$ cat config.mk
export PLATFORM = sky130hd
export DESIGN_NAME = fp_mult_approx_pipe
export DESIGN_NICKNAME = d
export VERILOG_FILES = /design/src/rtl/fp_mult_approx_pipe.sv
export SDC_FILE = /design/constraint.sdc
export NUM_CORES = 1
export LEC_CHECK = 0
export ABC_AREA = 1
export ABC_CLOCK_PERIOD_IN_PS = 12660
export CAP_MARGIN = 0
export CORE_MARGIN = 8
export CORE_UTILIZATION = 45
export DETAILED_ROUTE_END_ITERATION = 8
export HOLD_SLACK_MARGIN = 0.05
export PLACE_DENSITY_LB_ADDON = 0.3
export SLEW_MARGIN = 20
export SYNTH_ARGS = -nofsm -noshare
export SYNTH_HDL_FRONTEND = slang
export SYNTH_SLANG_ARGS = --single-unit
$ cat constraint.sdc
create_clock -name clk -period 12.66 [get_ports clk]
set_input_delay 2.532 -clock clk [delete_from_list [all_inputs] [get_ports clk]]
set_output_delay 2.532 -clock clk [all_outputs]
set_load 0.02 [all_outputs]
$ cat src/rtl/fp_mult_approx_pipe.sv
// ---------------------------------------------------------------------------
// fp_mult_approx_pipe
//
// Pipelined approximate floating-point multiplier for IEEE-754-style words of
// width W = 1 + EXP_W + MAN_W. Before the multiply, the low TRUNC mantissa
// bits of each operand are forced to zero. Denormal inputs are flushed to
// zero. An all-ones exponent (Inf/NaN) on either operand yields a canonical
// qNaN.
//
// Timing: an operand pair accepted at edge N appears with out_valid at edge
// N+3, provided the pipeline is not stalled. The block accepts one operand
// pair per cycle. A stalled output freezes every stage, and bubbles travel
// with the data.
//
// Ports:
//   clk, rst_n            clock (rising edge) and asynchronous active-low reset
//   in_valid / in_ready   operand-side handshake (in_ready = ~stall)
//   a_operand, b_operand  operands, W bits each
//   out_valid / out_ready result-side handshake
//   result                product, W bits
//   Exception             an operand had an all-ones exponent
//   Overflow              product exponent too large (or both operands Inf/NaN)
//   Underflow             product exponent below the minimum normal
//
// Optional feature macro: FPMULA_RNE_EN
//   Defined   -> round-to-nearest-even, using guard/sticky bits from the
//                discarded product bits.
//   Undefined -> pure truncation of the product.
// ---------------------------------------------------------------------------
module fp_mult_approx_pipe #(
  parameter int EXP_W = 8,
  parameter int MAN_W = 23,
  parameter int TRUNC = 8
) (
  input  logic                 clk,
  input  logic                 rst_n,
  input  logic                 in_valid,
  output logic                 in_ready,
  input  logic [EXP_W+MAN_W:0] a_operand,
  input  logic [EXP_W+MAN_W:0] b_operand,
  output logic                 out_valid,
  input  logic                 out_ready,
  output logic [EXP_W+MAN_W:0] result,
  output logic                 Exception,
  output logic                 Overflow,
  output logic                 Underflow
);

  localparam int W    = 1 + EXP_W + MAN_W;
  localparam int ES_W = EXP_W + 2;
`ifdef FPMULA_RNE_EN
  localparam int P_LO = 0;       // rounding needs every discarded bit
`else
  localparam int P_LO = MAN_W;   // truncation never looks below bit MAN_W
`endif
  localparam int PW = 2*MAN_W + 2 - P_LO;

  localparam logic [MAN_W-1:0]       KEEP_MASK = {MAN_W{1'b1}} << TRUNC;
  localparam logic signed [ES_W-1:0] BIAS      = ES_W'((1 << (EXP_W-1)) - 1);
  localparam logic signed [ES_W-1:0] ES_INF    = ES_W'((1 << EXP_W) - 1);
  localparam logic signed [ES_W-1:0] ES_ONE    = ES_W'(1);
  localparam logic signed [ES_W-1:0] ES_ZERO   = '0;
  localparam logic [W-1:0] QNAN = {1'b0, {EXP_W{1'b1}}, 1'b1, {(MAN_W-1){1'b0}}};

  // Handshake: a result held at the output freezes the whole pipeline.
  logic stall;
  assign stall    = out_valid & ~out_ready;
  assign in_ready = ~stall;

  // Stage 0: captured operands
  logic         v0_q;
  logic [W-1:0] a0_q, b0_q;

  // Stage 1: unpacked fields
  logic                   v1_q, s1_q, zero1_q, exc1_q, bexc1_q;
  logic signed [ES_W-1:0] es1_q;
  logic [MAN_W:0]         ma1_q, mb1_q;

  // Stage 2: raw mantissa product
  logic                   v2_q, s2_q, zero2_q, exc2_q, bexc2_q;
  logic signed [ES_W-1:0] es2_q;
  logic [2*MAN_W+1:P_LO]  p2_q;

  // Stage 3: registered outputs
  logic         out_valid_q, exc_q, ovf_q, unf_q;
  logic [W-1:0] result_q;

  // ---- S1 unpack (combinational from stage 0) ----
  logic [EXP_W-1:0]       ea, eb;
  logic                   s1_d, zero1_d, exc1_d, bexc1_d;
  logic signed [ES_W-1:0] es1_d;
  logic [MAN_W:0]         ma1_d, mb1_d;

  assign ea      = a0_q[W-2:MAN_W];
  assign eb      = b0_q[W-2:MAN_W];
  assign s1_d    = a0_q[W-1] ^ b0_q[W-1];
  assign exc1_d  = (&ea) | (&eb);
  assign bexc1_d = (&ea) & (&eb);
  assign zero1_d = (ea == '0) | (eb == '0);
  assign ma1_d   = {1'b1, a0_q[MAN_W-1:0] & KEEP_MASK};
  assign mb1_d   = {1'b1, b0_q[MAN_W-1:0] & KEEP_MASK};
  assign es1_d   = $signed({2'b00, ea}) + $signed({2'b00, eb}) - BIAS;

  // ---- S2 multiply: keep only the product bits that S3 will look at ----
  logic [PW-1:0] p2_d;
  assign p2_d = PW'(({{(MAN_W+1){1'b0}}, ma1_q} * {{(MAN_W+1){1'b0}}, mb1_q}) >> P_LO);

  // ---- S3 normalise / round / pack ----
  logic                   msb;
  logic signed [ES_W-1:0] es_n;
  logic [MAN_W-1:0]       mant;
  logic [W-1:0]           res_d;
  logic                   exc_d, ovf_d, unf_d;
`ifdef FPMULA_RNE_EN
  logic [2*MAN_W:0]       pn;
  logic                   round_up, carry;
`endif

  // NOTE: every signal gets a default at the top of the block, so no path can
  // leave one unassigned and infer a latch.
  always_comb begin
    msb  = p2_q[2*MAN_W+1];
    es_n = es2_q + (msb ? ES_ONE : ES_ZERO);
`ifdef FPMULA_RNE_EN
    // Left-align the product so the mantissa, guard and sticky bits sit at
    // fixed positions whichever way it normalised.
    pn       = msb ? p2_q[2*MAN_W:0] : {p2_q[2*MAN_W-1:0], 1'b0};
    round_up = pn[MAN_W] & ((|pn[MAN_W-1:0]) | pn[MAN_W+1]);
    {carry, mant} = {1'b0, pn[2*MAN_W:MAN_W+1]} + (MAN_W+1)'(round_up);
    // A carry out means 1.11..1 rounded up to 10.00..0; the mantissa is already zero.
    if (carry) es_n = es_n + ES_ONE;
`else
    mant = msb ? p2_q[2*MAN_W:MAN_W+1] : p2_q[2*MAN_W-1:MAN_W];
`endif
    res_d = {s2_q, es_n[EXP_W-1:0], mant};
    exc_d = 1'b0;
    ovf_d = 1'b0;
    unf_d = 1'b0;
    if (exc2_q) begin
      res_d = QNAN;
      exc_d = 1'b1;
      ovf_d = bexc2_q;
    end else if (zero2_q) begin
      res_d = {s2_q, {(W-1){1'b0}}};
    end else if (es_n >= ES_INF) begin
      res_d = {s2_q, {EXP_W{1'b1}}, {MAN_W{1'b0}}};
      ovf_d = 1'b1;
    end else if (es_n <= ES_ZERO) begin
      res_d = {s2_q, {(W-1){1'b0}}};
      unf_d = 1'b1;
    end
  end

  // NOTE: the datapath registers are reset as well as the valids, so reset
  // returns result/flags to zero and leaves no X in the pipeline.
  // NOTE: sequential state uses non-blocking assignments only. Every stage
  // then samples its predecessor's pre-edge value.
  always_ff @(posedge clk or negedge rst_n) begin
    if (!rst_n) begin
      v0_q        <= 1'b0;
      a0_q        <= '0;
      b0_q        <= '0;
      v1_q        <= 1'b0;
      s1_q        <= 1'b0;
      zero1_q     <= 1'b0;
      exc1_q      <= 1'b0;
      bexc1_q     <= 1'b0;
      es1_q       <= '0;
      ma1_q       <= '0;
      mb1_q       <= '0;
      v2_q        <= 1'b0;
      s2_q        <= 1'b0;
      zero2_q     <= 1'b0;
      exc2_q      <= 1'b0;
      bexc2_q     <= 1'b0;
      es2_q       <= '0;
      p2_q        <= '0;
      out_valid_q <= 1'b0;
      result_q    <= '0;
      exc_q       <= 1'b0;
      ovf_q       <= 1'b0;
      unf_q       <= 1'b0;
    end else if (!stall) begin
      v0_q    <= in_valid;
      a0_q    <= a_operand;
      b0_q    <= b_operand;
      v1_q    <= v0_q;
      s1_q    <= s1_d;
      zero1_q <= zero1_d;
      exc1_q  <= exc1_d;
      bexc1_q <= bexc1_d;
      es1_q   <= es1_d;
      ma1_q   <= ma1_d;
      mb1_q   <= mb1_d;
      v2_q    <= v1_q;
      s2_q    <= s1_q;
      zero2_q <= zero1_q;
      exc2_q  <= exc1_q;
      bexc2_q <= bexc1_q;
      es2_q   <= es1_q;
      p2_q    <= p2_d;
      out_valid_q <= v2_q;
      // Bubbles leave the last result and flags untouched.
      if (v2_q) begin
        result_q <= res_d;
        exc_q    <= exc_d;
        ovf_q    <= ovf_d;
        unf_q    <= unf_d;
      end
    end
  end

  assign out_valid = out_valid_q;
  assign result    = result_q;
  assign Exception = exc_q;
  assign Overflow  = ovf_q;
  assign Underflow = unf_q;

endmodule

==> results.toml <==
[synth]
synth_ff_type = "dfrtp_1"
synth_area_um2 = 16600
async_flop_share_pct = 100
synth_top_cell_by_area = "dfrtp_1"
synth.area.top_cells = "dfrtp_1, fa_1, nand2_1"
ys_types = 38
ys_ff_latch = 171
synth.avg_cell_area_um2 = 7.74
synth_enable_flop_cells = 0
ys_warn_count = 0
synth_top_area_share_pct = 25.7
yosysSeqAreaShare_pct = 25.7
synthCells = 2150
syn_nets = 2530

[status]
status = "completed"

[critical_path]
worst-path-stages = 6
end_kind = "output port"
crit_required_ns = 10.13
cpPeakStageDelay_ns = 0.64
critical_path_buf_inv_count = 5
path_max_fanout = 74
critical_path.top_delay_family = "buffers and inverters"
cp_data_arrival_time_ns = 5.18
path_class = "in2out"
start_kind = "input pin"
r2r_setup_slack_ns = 6.57
path_cells = "clkdlybuf4s50_1 > nor2_4 > buf_4 > buf_4 > inv_4 > clkdlybuf4s50_1"
r2r_cells = 22
slowest_stage = "clkdlybuf4s50_1"

[detailed_routing]
routed-via-count = 13100
drc = 0
drt_pass1_iterations = 5
via_per_inst = 4.96
wl_um = 39300
wl_per_cell_um = 14.9
ant_nets = 0
detailedRoute.firstIterationViolations = 841

[clock_tree]
cts_resized = 0
cts_inserted_buffers = 17
cts_hold_buf = 0
cts_tree = "done"
clkTransAtPathRegs_ns = 0.07
clk_latency_ns = 0.44
htree_levels = 4
cts_setup_buffers = 0
cts.sinks = 171
cts_root_buf = "clkbuf_16"
ctsLongestPathBuffers = 2

[place]
place.gp.congestion = 0.899
portBuffers = 88
dpl.hpwl_um = 29800
post_dp_cell_area_um2 = 17700

[floorplan]
die-height_um = 208
rows = 70
io_pins = 105
start_util_pct = 45.5
fp.dieW_um = 208
die_area_um2 = 43400
coreArea_um2 = 36500

[timing]
slew_violations = 0
grt_setup_unrepaired = "false"
hold_violations = 0
fin_setup_tns_ns = 0
slew_headroom_pct = 31.6
max_freq_mhz = 130
period_needed_ns = 7.71
skew_ns = 0.0215
post-route-period-util_pct = 60.9
worstMarginPinSlew_ns = 1.03
setup_viol = 0

[layout]
final_area_um2 = 18400
insertedDiodeCount = 0
nets = 2539
area_delta_synth_final_pct = 10.4
drive_gt1_share_pct = 3.91

[global_routing]
globalRouteOverflowTotal = 0
grt_max_degree = 78
track_usage_pct = 18.9
antenna_found_initial = 0
grt_pass1_vias = 14000
grt_pass1_wl_um = 68500

[flow_run]
maxCapViolations = 0

[min_path]
hp-class = "reg2reg"
min_path_cells = 2
==> path summary, 6_finish.rpt <==
check | end | start
max in group asynchronous | ma1_q[18] | rst_n
min | es2_q[0] | es1_q[0]
max | in_ready | out_ready
max reg2reg | p2_q[36] | ma1_q[13]
min in group asynchronous | result[1] | rst_n
min reg2reg | es2_q[0] | es1_q[0]
==> metal layers <==
| metal | global-route usage, % | share of wire (%) | vias up |
|---|---|---|---|
| li1 | - | - | 6390 |
| met1 | 25.2 | 45 | 6317 |
| met2 | 32.5 | 48 | 347 |
| met3 | 2.42 | 5.0 | 42 |
| met4 | 4.60 | 1.6 | 0 |
| met5 | 0 | 0 | - |
==> cell usage after synthesis, types with 10 or more instances <==
cell,n
nand2_2,26
fa_1,194
nand3_1,58
nand4_1,11
ha_1,118
nand2_1,680
nor3_1,10
dfrtp_1,171
a21oi_1,50
o21ai_0,123
nor2_1,73
clkbuf_1,101
inv_1,458
nand3b_1,10
==> state kept, by name, summed over array words and instances (netlist names) <==
signal,count
zero1_q,1
exc2_q,1
exc1_q,1
b0_q,24
v2_q,1
bexc2_q,1
out_valid,1
v0_q,1
s1_q,1
bexc1_q,1
Underflow,1
s2_q,1
result,32
Overflow,1
p2_q,25
v1_q,1
Exception,1
es1_q,10
zero2_q,1
es2_q,10
ma1_q,15
a0_q,24
mb1_q,16
==> cell usage in the layout (no fill, tap or decap), types with 6 or more instances in the layout <==
master / instances
nand2_1: 680
inv_1: 457
fa_1: 194
dfrtp_1: 171
o21ai_0: 123
ha_1: 118
clkdlybuf4s50_1: 87
nor2_1: 72
nand3_1: 58
a21oi_1: 50
nand2_2: 26
clkbuf_16: 17
nand4_1: 11
nor3_1: 10
nand3b_1: 10
or2_2: 7
xnor2_1: 7
buf_4: 7
nor4_1: 6
==> through the flow <==
| step | hold slack [ns] | util [%] | setup slack, ns | cells |
|---|---|---|---|---|
| 6_report | 0.469 | 50.3 | 4.95 | 2640 |
| 5_1_grt | 0.502 | 50.3 | 4.71 | 2640 |
| 4_1_cts | 0.472 | 50.3 | 4.91 | 2640 |
| 3_5_place_dp | 0.454 | 48.6 | 4.91 | 2608 |
| 3_3_place_gp | 0.453 | 48.6 | 4.93 | 2608 |
| 2_1_floorplan | 0.432 | - | 6.75 | 2150 |
==> worst min-delay path: stages (launching register included) <==
cell	delay, ns
dfrtp_1	0.34
nand2_1	0.05
nand2_1	0.04
==> area by class of cell <==
cell class	instances	area, um2
fill	3486	18200
multi-input combinational	1415	10200
sequential	171	4280
inverter	459	1730
timing repair buffer	95	935
tap	468	586
clock buffer	18	439
clock inverter	14	193
==> logic make-up (layout without fill, tap and decap cells) <==
logic type / after synthesis / after routing / synth area share, %
AND/OR/NAND/NOR: 895 / 895 / 22.3
XOR/XNOR: 12 / 12 / 0.632
AO/OA/AOI/OAI: 196 / 196 / 6.18
adder cells (fa/ha/maj): 312 / 312 / 32.2
buffers and inverters: 564 / 586 / 13.0
flip-flops: 171 / 171 / 25.7
Power is left out: the tool's default activity adds up to more than one toggle a clock period on the data nets, which glitch-free logic cannot reach.
